<file path="config.mk">
export PLATFORM = sky130hd
export DESIGN_NAME = seq_alu_core
export DESIGN_NICKNAME = d
export VERILOG_FILES = /design/src/rtl/seq_alu_pkg.sv /design/src/rtl/booth_radix4_recode.sv /design/src/rtl/seq_alu_core.sv
export SDC_FILE = /design/constraint.sdc
export NUM_CORES = 1
export LEC_CHECK = 0
export CAP_MARGIN = 20
export CELL_PAD_IN_SITES_DETAIL_PLACEMENT = 1
export CELL_PAD_IN_SITES_GLOBAL_PLACEMENT = 2
export CORE_ASPECT_RATIO = 0.5
export CORE_MARGIN = 8
export CORE_UTILIZATION = 37
export DETAILED_ROUTE_END_ITERATION = 8
export PLACE_DENSITY = 0.9
export SLEW_MARGIN = 20
export SYNTH_ARGS = -nofsm -noshare
export SYNTH_HDL_FRONTEND = slang
export SYNTH_SLANG_ARGS = --single-unit
</file>
<file path="constraint.sdc">
create_clock -name clk -period 11.7 [get_ports clk]
set_input_delay 2.34 -clock clk [delete_from_list [all_inputs] [get_ports clk]]
set_output_delay 2.34 -clock clk [all_outputs]
set_load 0.02 [all_outputs]
</file>
<file path="src/rtl/seq_alu_pkg.sv">
// Shared constants for the sequential ALU core.
// Covers op codes, FSM state encodings and Booth digit select codes.
package seq_alu_pkg;

    localparam logic [1:0] OP_ADD = 2'b00;
    localparam logic [1:0] OP_SUB = 2'b01;
    localparam logic [1:0] OP_MUL = 2'b10;
    localparam logic [1:0] OP_DIV = 2'b11;

    typedef enum logic [2:0] {
        S_IDLE     = 3'd0,
        S_ADDSUB   = 3'd1,
        S_MUL_STEP = 3'd2,
        S_DIV_STEP = 3'd3,
        S_DIV_FIX  = 3'd4,
        S_DONE     = 3'd5
    } state_e;

    // Booth digit select, packed as {sel_zero, sel_2m, negate}
    localparam logic [2:0] BOOTH_ZERO = 3'b100;
    localparam logic [2:0] BOOTH_P1   = 3'b000;
    localparam logic [2:0] BOOTH_P2   = 3'b010;
    localparam logic [2:0] BOOTH_N1   = 3'b001;
    localparam logic [2:0] BOOTH_N2   = 3'b011;

endpackage

</file>
<file path="src/rtl/booth_radix4_recode.sv">
// Radix-4 Booth recoder: maps {Q[1],Q[0],q-1} to a digit in {0, +-M, +-2M}.
module booth_radix4_recode
    import seq_alu_pkg::*;
(
    input  logic [2:0] bits,
    output logic       sel_zero,
    output logic       sel_2m,
    output logic       negate
);

    logic [2:0] sel;

    always_comb begin
        sel = BOOTH_ZERO;
        unique case (bits)
            3'b000, 3'b111: sel = BOOTH_ZERO;
            3'b001, 3'b010: sel = BOOTH_P1;
            3'b011:         sel = BOOTH_P2;
            3'b100:         sel = BOOTH_N2;
            default:        sel = BOOTH_N1;
        endcase
    end

    assign {sel_zero, sel_2m, negate} = sel;

endmodule

</file>
<file path="src/rtl/seq_alu_core.sv">
// Multi-cycle signed ALU core: add/sub, radix-4 Booth multiply, restoring divide,
// with valid/ready handshakes on operand and result sides.
module seq_alu_core
    import seq_alu_pkg::*;
#(
    parameter  int WIDTH = 16,
    localparam int CNT_W = $clog2(WIDTH) + 1
) (
    input  logic             clk,
    input  logic             reset,
    input  logic             in_valid,
    output logic             in_ready,
    input  logic [1:0]       op_code,
    input  logic [WIDTH-1:0] opa,
    input  logic [WIDTH-1:0] opb,
    output logic             out_valid,
    input  logic             out_ready,
    output logic [WIDTH-1:0] result_hi,
    output logic [WIDTH-1:0] result_lo,
    output logic             div_by_zero,
    output logic             div_overflow,
    output logic [2:0]       state_debug
);

    localparam int AW = WIDTH + 2;

    state_e             state_reg, state_next;
    logic [1:0]         op_reg, op_next;
    logic [AW-1:0]      acc_reg, acc_next;
    logic [WIDTH-1:0]   q_reg, q_next;
    logic               qm1_reg, qm1_next;
    logic [WIDTH-1:0]   m_reg, m_next;
    logic [CNT_W-1:0]   cnt_reg, cnt_next;
    logic               sign_q_reg, sign_q_next;
    logic               sign_r_reg, sign_r_next;
    logic [WIDTH-1:0]   hi_reg, hi_next;
    logic [WIDTH-1:0]   lo_reg, lo_next;
    logic               dbz_reg, dbz_next;
    logic               ovf_reg, ovf_next;

    logic               sel_zero, sel_2m, negate;
    logic [AW-1:0]      m_ext, addend, booth_sum;
    logic [WIDTH:0]     div_shift;
    logic [WIDTH+1:0]   div_diff;
    logic [WIDTH:0]     as_a, as_b, as_sum;
    logic [WIDTH-1:0]   abs_a, abs_b, q_fix, r_fix;

    booth_radix4_recode u_recode (
        .bits     ({q_reg[1:0], qm1_reg}),
        .sel_zero (sel_zero),
        .sel_2m   (sel_2m),
        .negate   (negate)
    );

    always_comb begin
        m_ext     = {{2{m_reg[WIDTH-1]}}, m_reg};
        addend    = sel_zero ? '0 : (sel_2m ? (m_ext << 1) : m_ext);
        addend    = negate ? -addend : addend;
        booth_sum = acc_reg + addend;

        div_shift = {acc_reg[WIDTH-1:0], q_reg[WIDTH-1]};
        div_diff  = {1'b0, div_shift} - {2'b00, m_reg};

        as_a   = {q_reg[WIDTH-1], q_reg};
        as_b   = {m_reg[WIDTH-1], m_reg};
        as_sum = (op_reg == OP_SUB) ? (as_a - as_b) : (as_a + as_b);

        abs_a = opa[WIDTH-1] ? -opa : opa;
        abs_b = opb[WIDTH-1] ? -opb : opb;
        q_fix = sign_q_reg ? -q_reg : q_reg;
        r_fix = sign_r_reg ? -acc_reg[WIDTH-1:0] : acc_reg[WIDTH-1:0];
    end

    always_comb begin
        state_next  = state_reg;
        op_next     = op_reg;
        acc_next    = acc_reg;
        q_next      = q_reg;
        qm1_next    = qm1_reg;
        m_next      = m_reg;
        cnt_next    = cnt_reg;
        sign_q_next = sign_q_reg;
        sign_r_next = sign_r_reg;
        hi_next     = hi_reg;
        lo_next     = lo_reg;
        dbz_next    = dbz_reg;
        ovf_next    = ovf_reg;

        unique case (state_reg)
            S_IDLE: begin
                if (in_valid) begin
                    op_next  = op_code;
                    acc_next = '0;
                    q_next   = opa;
                    qm1_next = 1'b0;
                    m_next   = opb;
                    cnt_next = '0;
                    unique case (op_code)
                        OP_ADD, OP_SUB: state_next = S_ADDSUB;
                        OP_MUL:         state_next = S_MUL_STEP;
                        default: begin
                            if (opb == '0) begin
                                hi_next    = opa;
                                lo_next    = '1;
                                dbz_next   = 1'b1;
                                state_next = S_DONE;
                            end else begin
                                q_next      = abs_a;
                                m_next      = abs_b;
                                sign_q_next = opa[WIDTH-1] ^ opb[WIDTH-1];
                                sign_r_next = opa[WIDTH-1];
                                state_next  = S_DIV_STEP;
                            end
                        end
                    endcase
                end
            end
            S_ADDSUB: begin
                {hi_next, lo_next} = {{(WIDTH-1){as_sum[WIDTH]}}, as_sum};
                state_next = S_DONE;
            end
            S_MUL_STEP: begin
                acc_next = {{2{booth_sum[AW-1]}}, booth_sum[AW-1:2]};
                q_next   = {booth_sum[1:0], q_reg[WIDTH-1:2]};
                qm1_next = q_reg[1];
                cnt_next = cnt_reg + CNT_W'(1);
                if (cnt_reg == CNT_W'(WIDTH/2 - 1)) begin
                    hi_next    = acc_next[WIDTH-1:0];
                    lo_next    = q_next;
                    state_next = S_DONE;
                end
            end
            S_DIV_STEP: begin
                acc_next = div_diff[WIDTH+1] ? {1'b0, div_shift} : {1'b0, div_diff[WIDTH:0]};
                q_next   = {q_reg[WIDTH-2:0], ~div_diff[WIDTH+1]};
                cnt_next = cnt_reg + CNT_W'(1);
                if (cnt_reg == CNT_W'(WIDTH - 1))
                    state_next = S_DIV_FIX;
            end
            S_DIV_FIX: begin
                lo_next = q_fix;
                hi_next = r_fix;
                // A non-negative quotient magnitude of 2^(WIDTH-1) only arises from MIN / -1.
                ovf_next   = ~sign_q_reg & q_reg[WIDTH-1];
                state_next = S_DONE;
            end
            S_DONE: begin
                if (out_ready) begin
                    dbz_next   = 1'b0;
                    ovf_next   = 1'b0;
                    state_next = S_IDLE;
                end
            end
            default: state_next = S_IDLE;
        endcase
    end

    always_ff @(posedge clk) begin
        if (!reset) begin
            state_reg  <= S_IDLE;
            op_reg     <= '0;
            acc_reg    <= '0;
            q_reg      <= '0;
            qm1_reg    <= 1'b0;
            m_reg      <= '0;
            cnt_reg    <= '0;
            sign_q_reg <= 1'b0;
            sign_r_reg <= 1'b0;
            hi_reg     <= '0;
            lo_reg     <= '0;
            dbz_reg    <= 1'b0;
            ovf_reg    <= 1'b0;
        end else begin
            state_reg  <= state_next;
            op_reg     <= op_next;
            acc_reg    <= acc_next;
            q_reg      <= q_next;
            qm1_reg    <= qm1_next;
            m_reg      <= m_next;
            cnt_reg    <= cnt_next;
            sign_q_reg <= sign_q_next;
            sign_r_reg <= sign_r_next;
            hi_reg     <= hi_next;
            lo_reg     <= lo_next;
            dbz_reg    <= dbz_next;
            ovf_reg    <= ovf_next;
        end
    end

    assign in_ready     = (state_reg == S_IDLE) & reset;
    assign out_valid    = (state_reg == S_DONE);
    assign result_hi    = hi_reg;
    assign result_lo    = lo_reg;
    assign div_by_zero  = dbz_reg;
    assign div_overflow = ovf_reg;
    assign state_debug  = state_reg;

endmodule

</file>
==> flow_summary.yaml <==
routing:
  vias: 10900
  totalWireLength_microns: 40900
  initialDrtViolationCount: 963
  drc: 0
  route.antenna.remaining_nets: 0
  wl_per_cell_microns: 23.7
  via_per_instance_ratio: 6.33
  dr.pass1.iters: 6
global_route:
  grt.overflow.total: 0
  initial_antenna_violation_count: 0
  grt_start_max_net_pins: 74
  first_global_vias: 10500
  grt_usage: 0.250
  grt_pass1_wl_microns: 63300
yosys:
  postSynthCellCount: 1355
  synth_edf_count: 0
  syn_nets: 1453
  synth_warnings: 0
  synth_cell_type_count: 83
  synthArstFlopShare: 0
  synthesis.area_per_instance_sq_um: 7.21
  yosys_most_used_dff: "sky130_fd_sc_hd__dfxtp_1"
  synth.yosys.seq_area_share: 0.199
  syn_area_sq_um: 9770
  flip_flop_and_latch_count_after_synthesis: 97
sta:
  worst_clock_skew_ns: 0.0147
  fmax_mhz: 159
  worst_slew_pin_slew_ns: 1.11
  rsz0062_at_grt: "no"
  final_min_period_over_clock_period: 0.537
  finalMaxSlewViolations: 0
  timing.max_slew.rel_slack: 0.254
  finalHoldViolations: 0
  layout_min_cycle_time_ns: 6.28
  setup_total_negative_slack_ns: 0
  setup_viol: 0
worst_setup_path:
  reg2reg_to: "result_hi[14]$_SDFFE_PN0P_"
  rr_startpoint: "q_reg[1]$_SDFFE_PN0P_"
  r2r.worst_path.cells: 22
  reg2reg_setup_slack_ns: 6.15
  worst_setup_path_end_kind: "output port"
  worstSetupStartpoint: "reset"
  cp.arrival_ns: 3.94
  critical_path.endpoint: "in_ready"
  crit_path_start_kind: "input pin"
  worstSetupPathType: "in -> out"
  cp.required_ns: 9.36
  crit_path_max_incr_delay_ns: 0.60
  critical_path.cell_chain: "clkdlybuf4s50_1 > buf_4 > and2_1 > clkdlybuf4s50_1"
  critical_path.most_common_cell: "sky130_fd_sc_hd__clkdlybuf4s50_1"
  critPathSlowestCell: "sky130_fd_sc_hd__clkdlybuf4s50_1"
  cp_max_fo: 31
final_layout:
  final_layout_size_suffix_gt1_frac: 0.0399
  synthToLayoutAreaGrowth_pct: 13.1
  stdcell_area_sq_um: 11000
  largest_register_ffs: 18
  nets: 1470
  filler_cell_count_in_the_final_layout: 3275
  diodes: 0
place:
  placed_area_sq_um: 10700
  gpl.final_weighted_congestion: 0.945
  port_buffers: 76
  hpwlAfterDp_microns: 31200
power:
  max-vdd-ir-drop_mv: 0.105
  power.density_cell_area_nw_per_um2: 273
  cellLeakagePower_nw: 4.16
cts:
  cts_post_setup_buffers_inserted: 0
  cts_num_sinks: 97
  holdBufCountCts: 0
  numCtsBuffers: 9
  maximum_level_of_the_cts_h_tree: 3
  tritoncts: "yes"
  postcts_resize_cnt: 0
  ctsLongestPathBuffers: 2
  path_clk_slew_ns: 0.08
  clk_root_buffer_cell: "sky130_fd_sc_hd__clkbuf_16"
  worst_skew_pair.late_latency_ns: 0.38
min_path:
  holdCritPathClass: "reg -> reg"
flow_run:
  cap_viol_max_count: 0
floorplanning:
  die_area_sq_um: 32200
  core.rowCount: 42
  die_height_microns: 131
  die_w_microns: 246
  design.portCount: 77
  start_util: 0.373
  core_region_area_sq_um: 26200
status:
  run_status: "finished, final reports clean"
worst min path at each step:
stage,slack [ns],from,depth (start not counted),end
floorplan,0.44,cnt_reg[3]$_SDFFE_PN0P_,1,cnt_reg[3]$_SDFFE_PN0P_
global placement,0.44,result_lo[7]$_SDFFE_PN0P_,2,result_lo[7]$_SDFFE_PN0P_
detailed placement,0.45,result_lo[7]$_SDFFE_PN0P_,2,result_lo[7]$_SDFFE_PN0P_
CTS,0.46,result_lo[7]$_SDFFE_PN0P_,2,result_lo[7]$_SDFFE_PN0P_
global route,0.49,result_hi[1]$_SDFFE_PN0P_,2,result_hi[1]$_SDFFE_PN0P_
finish,0.45,result_lo[7]$_SDFFE_PN0P_,2,result_lo[7]$_SDFFE_PN0P_
cells in the mapped netlist, types with 6 or more instances:
library cell	count	area, sq um
sky130_fd_sc_hd__or3_1	23	144
sky130_fd_sc_hd__o22ai_1	12	75.1
sky130_fd_sc_hd__a311oi_1	12	105
sky130_fd_sc_hd__o41ai_1	8	70.1
sky130_fd_sc_hd__o21a_1	22	165
sky130_fd_sc_hd__buf_2	6	30.0
sky130_fd_sc_hd__a211oi_1	27	203
sky130_fd_sc_hd__and2_1	16	100
sky130_fd_sc_hd__xor2_1	27	236
sky130_fd_sc_hd__ha_1	57	713
sky130_fd_sc_hd__and3_1	13	81.3
sky130_fd_sc_hd__nor4_1	10	62.6
sky130_fd_sc_hd__clkbuf_1	72	270
sky130_fd_sc_hd__dfxtp_1	97	1940
sky130_fd_sc_hd__a21oi_1	131	656
sky130_fd_sc_hd__o221ai_1	18	158
sky130_fd_sc_hd__o21ai_0	105	526
sky130_fd_sc_hd__a31oi_1	17	106
sky130_fd_sc_hd__nand2_1	144	541
sky130_fd_sc_hd__nor2_1	119	447
sky130_fd_sc_hd__o21bai_1	6	45.0
sky130_fd_sc_hd__a211o_1	6	52.6
sky130_fd_sc_hd__a21o_1	17	128
sky130_fd_sc_hd__nand2b_1	13	81.3
sky130_fd_sc_hd__mux2i_1	20	200
sky130_fd_sc_hd__nor3_1	32	160
sky130_fd_sc_hd__inv_1	42	158
sky130_fd_sc_hd__nor2b_1	14	87.6
sky130_fd_sc_hd__xnor2_1	78	683
sky130_fd_sc_hd__o31ai_1	13	97.6
sky130_fd_sc_hd__o31a_1	6	52.6
sky130_fd_sc_hd__o211ai_1	15	113
sky130_fd_sc_hd__nand3_1	34	170
sky130_fd_sc_hd__a221o_1	11	110
layout by cell type, fill, tap and decap left out, drive strengths merged, types with 22 or more instances in the layout:
cell type      Yosys  routed
clkdlybuf4s50      0      76
ha                57      57
xnor2             79      79
or3               24      24
nor3              33      33
o21a              22      22
o21ai            107     107
xor2              28      28
a21oi            131     131
dfxtp             97      97
a211oi            28      28
nand3             35      35
nand2            144     144
inv               43      46
nor2             119     119
logic make-up after synthesis:
| family | share of synthesized area |
|---|---|
| XOR/XNOR | 0.0975 |
| multiplexers | 0.0216 |
| adder cells (fa/ha/maj) | 0.0792 |
| buffers and inverters | 0.0543 |
| AO/OA/AOI/OAI | 0.323 |
| flip-flops | 0.199 |
| AND/OR/NAND/NOR | 0.226 |
power breakdown:
group	internal, mW	switching (mW)	total, mW
clock network	0.151	0.163	0.314
logic	0.769	1.36	2.13
registers	0.415	0.156	0.571
total	1.34	1.68	3.02
worst max-delay path, delay by kind of cell:
| kind | cells | cell delay (ns) |
|---|---|---|
| AND/OR/NAND/NOR | 1 | 0.19 |
| buffers and inverters | 3 | 1.42 |
through the flow:
step / utilization / worst slack, ns / std cells / hold WS, ns / power, mW
after floorplan: - / 6.53 / 1355 / 0.437 / 1.97
final: 0.422 / 5.42 / 1729 / 0.453 / 3.02
after detailed placement: 0.411 / 5.43 / 1713 / 0.447 / 2.65
after CTS: 0.422 / 5.42 / 1729 / 0.459 / 2.97
after global placement: 0.410 / 5.42 / 1712 / 0.440 / 2.56
after global routing: 0.422 / 5.34 / 1729 / 0.488 / 3.21
metal layers:
| metal | track usage | vias to the layer above | wire (microns) |
|---|---|---|---|
| li1 | - | 5021 | - |
| met5 | 0 | - | 0 |
| met4 | 0.0687 | 0 | 673 |
| met1 | 0.361 | 5432 | 19200 |
| met3 | 0.0426 | 40 | 3380 |
| met2 | 0.380 | 443 | 17600 |
cell type report:
cell class	instances	area, sq um	share of cell area
multi-input cells	1125	7300	0.661
flip-flops and latches	97	1940	0.176
repair buffers	93	896	0.0811
well taps	352	440	0.0399
clock buffers	9	225	0.0204
inverters	46	173	0.0156
clock inverters	7	73.8	0.00668
Power figures use the tool's default switching activity.
